--- config.mk ---
export PLATFORM = sky130hd
export DESIGN_NAME = fetch_addr_unit
export DESIGN_NICKNAME = d
export VERILOG_FILES = /design/src/rtl/fetch_addr_unit.sv
export SDC_FILE = /design/constraint.sdc
export NUM_CORES = 1
export LEC_CHECK = 0
export ABC_AREA = 1
export ABC_CLOCK_PERIOD_IN_PS = 4350
export CELL_PAD_IN_SITES_DETAIL_PLACEMENT = 1
export CELL_PAD_IN_SITES_GLOBAL_PLACEMENT = 1
export CORE_AREA = 2 2 124 126
export DETAILED_ROUTE_END_ITERATION = 16
export DIE_AREA = 0 0 126 128
export GPL_TIMING_DRIVEN = 0
export PLACE_DENSITY_LB_ADDON = 0.1
export SYNTH_ARGS = -nofsm -noshare
export SYNTH_HDL_FRONTEND = slang
export SYNTH_SLANG_ARGS = --single-unit
export TNS_END_PERCENT = 20
--- constraint.sdc ---
create_clock -name clk -period 4.35 [get_ports clk]
set_clock_uncertainty 0.05 [all_clocks]
set_input_delay 0.6525 -clock clk [delete_from_list [all_inputs] [get_ports clk]]
set_output_delay 0.6525 -clock clk [all_outputs]
set_load 0.02 [all_outputs]
--- src/rtl/fetch_addr_unit.sv ---
`default_nettype none
// ============================================================================
// Module      : fetch_addr_unit
// Description : PC / SP / IR / MDR / ALUOut holding registers of the
//               multicycle CPU datapath. Selects the unified-memory address,
//               feeds opcode/func back to the controller, and guards the
//               stack region with a sticky error flag.
// Revision    : 1.0 - initial release
// ============================================================================
module fetch_addr_unit #(
    parameter int              DATA_W      = 16,
    parameter logic [DATA_W-1:0] PC_INIT     = 16'h0000,
    parameter logic [DATA_W-1:0] STACK_BASE  = 16'hFFFF,
    parameter logic [DATA_W-1:0] STACK_LIMIT = 16'hFF00
) (
    input  logic              clk,
    input  logic              rst,
    input  logic              ir_write,
    input  logic              pc_write,
    input  logic              pc_write_cond,
    input  logic              sp_write,
    input  logic              pc_mux,
    input  logic              mem_read,
    input  logic              mem_write,
    input  logic [1:0]        pc_src,
    input  logic [1:0]        iord,
    input  logic [DATA_W-1:0] alu_result,
    input  logic              alu_zero,
    input  logic [DATA_W-1:0] store_data,
    input  logic [DATA_W-1:0] mem_rdata,
    output logic [DATA_W-1:0] mem_addr,
    output logic [DATA_W-1:0] mem_wdata,
    output logic              mem_we,
    output logic              mem_re,
    output logic [DATA_W-1:0] alu_a_base,
    output logic [3:0]        opcode,
    output logic [3:0]        func,
    output logic [DATA_W-1:0] pc,
    output logic [DATA_W-1:0] sp,
    output logic [DATA_W-1:0] ir,
    output logic [DATA_W-1:0] mdr,
    output logic [DATA_W-1:0] alu_out,
    output logic              stack_err,
    output logic [15:0]       instr_cnt
);

    localparam logic [1:0] c_SRC_ALU  = 2'd0;
    localparam logic [1:0] c_SRC_AOUT = 2'd1;
    localparam logic [1:0] c_SRC_JUMP = 2'd2;

    logic [DATA_W-1:0] r_pc;
    logic [DATA_W-1:0] r_sp;
    logic [DATA_W-1:0] r_ir;
    logic [DATA_W-1:0] r_mdr;
    logic [DATA_W-1:0] r_alu_out;
    logic              r_stack_err;
    logic [15:0]       r_instr_cnt;

    logic              w_pc_load;
    logic [DATA_W-1:0] w_pc_next;
    logic              w_sp_legal;
    logic [DATA_W-1:0] w_base;

    // A stack access (pc_mux) never moves the PC, even if the controller
    // also raises pc_write or pc_write_cond.
    assign w_pc_load  = ~pc_mux & (pc_write | (pc_write_cond & alu_zero));
    assign w_sp_legal = (alu_result >= STACK_LIMIT) && (alu_result <= STACK_BASE);
    assign w_base     = pc_mux ? r_sp : r_pc;

    // Next-PC select; code 3 holds the current value.
    always_comb begin
        w_pc_next = r_pc;
        case (pc_src)
            c_SRC_ALU:  w_pc_next = alu_result;
            c_SRC_AOUT: w_pc_next = r_alu_out;
            c_SRC_JUMP: w_pc_next = {r_pc[DATA_W-1:12], r_ir[11:0]};
            default:    w_pc_next = r_pc;
        endcase
    end

    // Memory address select: fetch/POP, PUSH at SP, or LW/SW at ALUOut.
    always_comb begin
        mem_addr = w_base;
        case (iord)
            2'd0:    mem_addr = w_base;
            2'd1:    mem_addr = r_sp;
            default: mem_addr = r_alu_out;
        endcase
    end

    // Program counter.
    always_ff @(posedge clk or posedge rst) begin
        if (rst)            r_pc <= PC_INIT;
        else if (w_pc_load) r_pc <= w_pc_next;
    end

    // Stack pointer with range guard; an out-of-range write sets a sticky flag.
    always_ff @(posedge clk or posedge rst) begin
        if (rst) begin
            r_sp        <= STACK_BASE;
            r_stack_err <= 1'b0;
        end else if (sp_write) begin
            if (w_sp_legal) r_sp        <= alu_result;
            else            r_stack_err <= 1'b1;
        end
    end

    // Instruction register and fetched-instruction counter (wraps naturally).
    always_ff @(posedge clk or posedge rst) begin
        if (rst) begin
            r_ir        <= '0;
            r_instr_cnt <= '0;
        end else if (ir_write) begin
            r_ir        <= mem_rdata;
            r_instr_cnt <= r_instr_cnt + 16'd1;
        end
    end

    // Memory data register captures every read cycle.
    always_ff @(posedge clk or posedge rst) begin
        if (rst)           r_mdr <= '0;
        else if (mem_read) r_mdr <= mem_rdata;
    end

    // ALUOut always holds the previous cycle's ALU result.
    always_ff @(posedge clk or posedge rst) begin
        if (rst) r_alu_out <= '0;
        else     r_alu_out <= alu_result;
    end

    assign mem_wdata  = store_data;
    assign mem_we     = mem_write & ~r_stack_err;
    assign mem_re     = mem_read;
    assign alu_a_base = w_base;
    assign opcode     = r_ir[15:12];
    assign func       = r_ir[3:0];
    assign pc         = r_pc;
    assign sp         = r_sp;
    assign ir         = r_ir;
    assign mdr        = r_mdr;
    assign alu_out    = r_alu_out;
    assign stack_err  = r_stack_err;
    assign instr_cnt  = r_instr_cnt;

endmodule
`default_nettype wire

## Yosys cells after proc, flatten, opt, wreduce, memory -nomap -nowiden

Cells that the tools add are included.

| word-level totals | value |
|---|---|
| output and inout bits | 155 |
| flip-flop bits (word level) | 97 |
| input bits | 62 |
| word-level logic and storage cells | 34 |

| operators by class | value |
|---|---|
| eq/ne operators | 3 |
| add/subtract/negate cells | 1 |
| muxes and demuxes | 3 |
| bitwise operators | 8 |
| $lt $le $gt $ge | 2 |
| reduce and logical (&&, ||, !) cells | 9 |

Operator list:

| cell | count |
|---|---|
| 16-bit case mux with 3 select lines | 1 |
| 16-bit case mux with 2 select lines | 1 |
| 16-bit by 1-bit adder with 16-bit output (second input constant) | 1 |
| 16-bit >= comparator (second input constant) | 1 |
| 16-bit <= comparator (second input constant) | 1 |
| 16-bit 2-to-1 mux | 1 |
| 2-bit AND reduction | 3 |
| 2-bit by 1-bit equality test with 1-bit output (second input constant) | 2 |
| 2-bit logical NOT | 2 |
| 1-bit NOT | 4 |
| 1-bit bitwise AND | 3 |
| 3-bit AND reduction | 1 |
| 3-bit nonzero test | 1 |
| 2-bit equality test (second input constant) | 1 |
| 2-bit nonzero test | 1 |
| 1-bit logical AND | 1 |
| 1-bit OR | 1 |

## Logic depth before layout (Yosys ltp)

Gate-level depths: netlist of the first run.

| logic depth | value |
|---|---|
| word-level depth | 4 |
| gate-level depth with buffers | 8 |
| mapped depth without buffers | 8 |

## Worst setup path after synthesis of the first run

OpenSTA, ideal clock, no wires.

| timing | value |
|---|---|
| kind | input port to output port |
| start point | input pc_mux |
| end point | output mem_addr[13] |
| setup slack | 1.897 ns |
| cell stages on the path | 5 |
| arrival | 1.751 ns |
| buffers on the path | 1 |
| path through | inv_1 clkbuf_1 o21ai_0 nand2_1 o211ai_1 |

| between the ends | value |
|---|---|
| word-level cells in the longest chain between the ends | 2 |

RTL lines:

| what | line | source |
|---|---|---|
| start, declared | 22 | `input logic pc_mux,` |
| 16-bit 2-to-1 mux | 68 | `assign w_base = pc_mux ? r_sp : r_pc;` |
| net alu_a_base[13] | 35 | `output logic [DATA_W-1:0] alu_a_base,` |
| 16-bit case mux with 2 select lines | 84 | `case (iord)` |
| end, declared | 31 | `output logic [DATA_W-1:0] mem_addr,` |

The timed path passes the listed nets, and every way through them passes these cells.

## Final worst setup path of the first run

| timing | value |
|---|---|
| start point | input iord[1] |
| end point | output mem_addr[8] |

| between the ends | value |
|---|---|
| word-level cells in the longest chain between the ends | 2 |
| elaborated cells on any way between the ends | 3 |

RTL lines:

| what | line | source |
|---|---|---|
| start, declared | 26 | `input logic [1:0] iord,` |
| 2-bit by 1-bit equality test with 1-bit output / 2-bit logical NOT (equally long branches) | 84 |  |
| 16-bit case mux with 2 select lines * | 84 |  |

Mark *: on every way between the ends. The rest lies on a longest branch, timed or not.

==> results of run 1 <==
[routing by layer]
metal / GRT usage, % / share of wire (%) / up-vias / routed length [µm]
met4: 7.240 / 1.6 / 0 / 267
li1: - / - / 2089 / -
met5: 0 / 0 / - / 0
met1: 25.90 / 43 / 2187 / 7164
met3: 5.634 / 6.8 / 17 / 1132
met2: 35.36 / 49 / 151 / 8072
[synthesized netlist by cell type (2+ instances only)]
cell type  number  share of area (%)
o22ai_1         2               0.27
clkbuf_1        8               0.64
dfstp_2        16                9.0
o221ai_1       12                2.2
xnor2_1         5               0.94
inv_1          63                5.1
nand2_2         2               0.27
mux2_2         21                5.1
o21ai_0        50                5.4
or2_2           2               0.27
nor2_2          2               0.27
dfrtp_1        81                 43
a21oi_1         3               0.32
o211ai_1        7                1.1
buf_4          25                4.0
inv_2           2               0.16
ha_1            5                1.3
nand4_1        12                1.6
xor2_1          2               0.37
nand3_1         9               0.96
nor2_1         28                2.2
buf_2           8               0.86
nand2_1       156                 13
o21a_1          2               0.32
[logic make-up (layout without fill, tap and decap cells)]
group,count (synthesis),in the layout,share of synthesized area [%]
xor gates and xnor gates,7,7,1.312
AOI/OAI and AO/OA,77,77,9.799
and+or+nand+nor,214,214,19.04
other,0,1,0
adders and majority gates,5,5,1.339
buffers and inverters,108,323,11.08
muxes,21,21,5.060
DFF,97,97,52.37
[per-stage QoR]
stage,utilization [%],setup slack (ns),power [mW],setup TNS (ns)
2_1_floorplan,-,1.140,1.516,0
3_3_place_gp,46.36,-0.5584,1.936,-44.68
3_5_place_dp,46.56,0.6022,1.964,0
4_1_cts,48.80,0.5695,2.873,0
5_1_grt,48.82,0.4501,2.977,0
6_report,48.82,0.5474,2.846,0
[critical path, delay by kind of cell]
kind | cells | cell delay [ns]
simple gates | 2 | 0.68
buf+inv | 3 | 1.66
compound gates | 1 | 0.10
[power groups by stage]
stage / Combinational (mW) / Sequential, mW / Clock [mW]
2_1_floorplan: 0.293 / 1.22 / 0
3_3_place_gp: 0.822 / 1.11 / 0
3_5_place_dp: 0.845 / 1.12 / 0
4_1_cts: 0.849 / 1.11 / 0.917
5_1_grt: 0.903 / 1.12 / 0.953
6_report: 0.839 / 1.11 / 0.902
[registers in the layout, indices dropped and copies added, names as in the netlist]
signal	flops
stack_err	1
sp	16
ir	16
mdr	16
instr_cnt	16
alu_out	16
pc	16
[cell type report]
cell class                      instances  area, µm²
Clock buffer                           14      274.0
Tap cell                              188      235.2
Fill cell                            1726       7607
Clock inverter                          2      60.06
Inverter                               65      246.5
Sequential cell                        97       2447
Antenna cell                            1      2.502
Timing Repair Buffer                  199       2009
Buffer                                 43      274.0
Multi-Input combinational cell        324       1708
[worst max-delay path by stage]
stage | slack (ns) | from | to | cells past startpoint
6_report | 0.55 | iord[1] | mem_addr[8] | 6
3_3_place_gp | -0.56 | rst | alu_out[5] | 2
2_1_floorplan | 1.14 | rst | alu_out[0] | 1
3_5_place_dp | 0.60 | iord[1] | mem_addr[10] | 6
4_1_cts | 0.57 | pc_mux | mem_addr[2] | 8
5_1_grt | 0.45 | pc_mux | mem_addr[2] | 8
==> results.yml, run 1 <==
run_status:
  outcome: "finished clean"
synthesis:
  synth_edf_count: 0
  async_flop_share_pct: 100.0
  syn_area_per_cell_um2: 8.834
  synth_ff_type: "dfrtp_1"
  ys_types: 30
  synth_area_mm2: 0.004673
  synth-warning-count: 0
  seq_area_frac_synth_pct: 52.37
  synth-seq-cells: 97
  netlist_instances: 529
  syn_nets: 596
power_and_ir_drop:
  p_switching_mw: 0.8945
  p_seq_share_pct: 38.8
  combPwrFrac_pct: 29.5
  p_leak_nw: 3.245
  clkPwrFrac_pct: 31.7
  p_sw_share_pct: 31.43
  peakVddDrop_uv: 278.1
  powerDensity_mw_per_mm2: 392.2
  internal_power_mw: 1.952
cts:
  ctsHtreeMaxLevel: 3
  cts_setup_buffers: 0
  clkTransAtPathRegs_ns: 0.07
  cts_tree: "yes"
  cts_max_path_buffers: 2
  cts_buffers: 9
  clkLatencyLatePin_ns: 0.35
  post_cts_resized: 0
  cts-hold-fix-buffers: 0
  cts.root.buffer_cell: "clkbuf_16"
  cts.sinks: 97
timing:
  grt_setup_unrepaired: "false"
  worstMarginPinSlew_ns: 0.7083
  final-max-slew-violation-count: 0
  final_hold_viol_count: 0
  max-slew-margin-rel_pct: 52.78
  finalCritPeriodShare_pct: 87.42
  max_freq_mhz: 263.0
  finalHoldWorstSlack_ns: 0.4301
  setup_violations: 0
  min_period_ns: 3.803
critical_path:
  crit_path_cell_trace: "clkdlybuf4s50_1 > nor2_1 > buf_2 > nand2_1 > o211ai_1 > clkdlybuf4s50_1"
  critPathCaptureType: "output pin"
  crit_fanout: 10
  cp.arrival_ns: 3.10
  r2r_setup_slack_ns: 2.89
  slowest_stage: "clkdlybuf4s50_1"
  r2r_cells: 6
  required_ns: 3.65
  r2r_start: "instr_cnt[0]"
  worstSetupPathType: "in2out"
  cp_common_cell: "clkdlybuf4s50_1"
  cp-start-kind: "primary input"
  worst_path_largest_cell_delay_ns: 0.66
  rr_endpoint: "instr_cnt[14]"
placement:
  dp_hpwl_mm: 12.67
  portBuffers: 198
  gp_congestion: 0.8344
  dp.cells: 916
  placed_cell_area_mm2: 0.006920
floorplanning:
  die_w_um: 126
  core.rowCount: 45
  initial_core_util_pct: 31.44
  io_pins: 217
  core_mm2: 0.01486
  die_h_um: 128
  die-area_mm2: 0.01613
min_path:
  min_to: "sp[5]"
  worstHoldStart: "sp[5]"
  min_path_type: "reg2reg"
  min_path_cells: 2
job:
  cap_violations: 0
global_route:
  antenna_found_initial: 1
  track_usage_pct: 20.90
  grt_max_degree: 51
  overflow: 0
  grt_pass1_wl_mm: 26.09
  grt_pass1_vias: 4796
drt:
  via_per_inst: 4.763
  ant_nets: 0
  drc: 0
  vias: 4444
  routed_wl_mm: 16.64
  wire_per_inst_um: 17.83
  drtIter0Drc: 144
  first_pass_iters: 4
layout:
  layout-drive-gt1-share_pct: 13.17
  fin_nets: 806
  final-instance-count-excl-fill: 933
  mostFrequentLayoutCells: "clkdlybuf4s50_1, nand2_1, dfrtp_1"
  synthToLayoutAreaGrowth_pct: 55.29
  final_cell_area_mm2: 0.007257
  final_common_cell: "clkdlybuf4s50_1"
No activity file was read; power rests on OpenSTA's default activity.
==> run 2, diff against run 1 <==
Settings changed: CTS_CLUSTER_SIZE from default to 40.
==> results of run 2 <==
Final layout, timing and power as in run 1 (identical DEF).
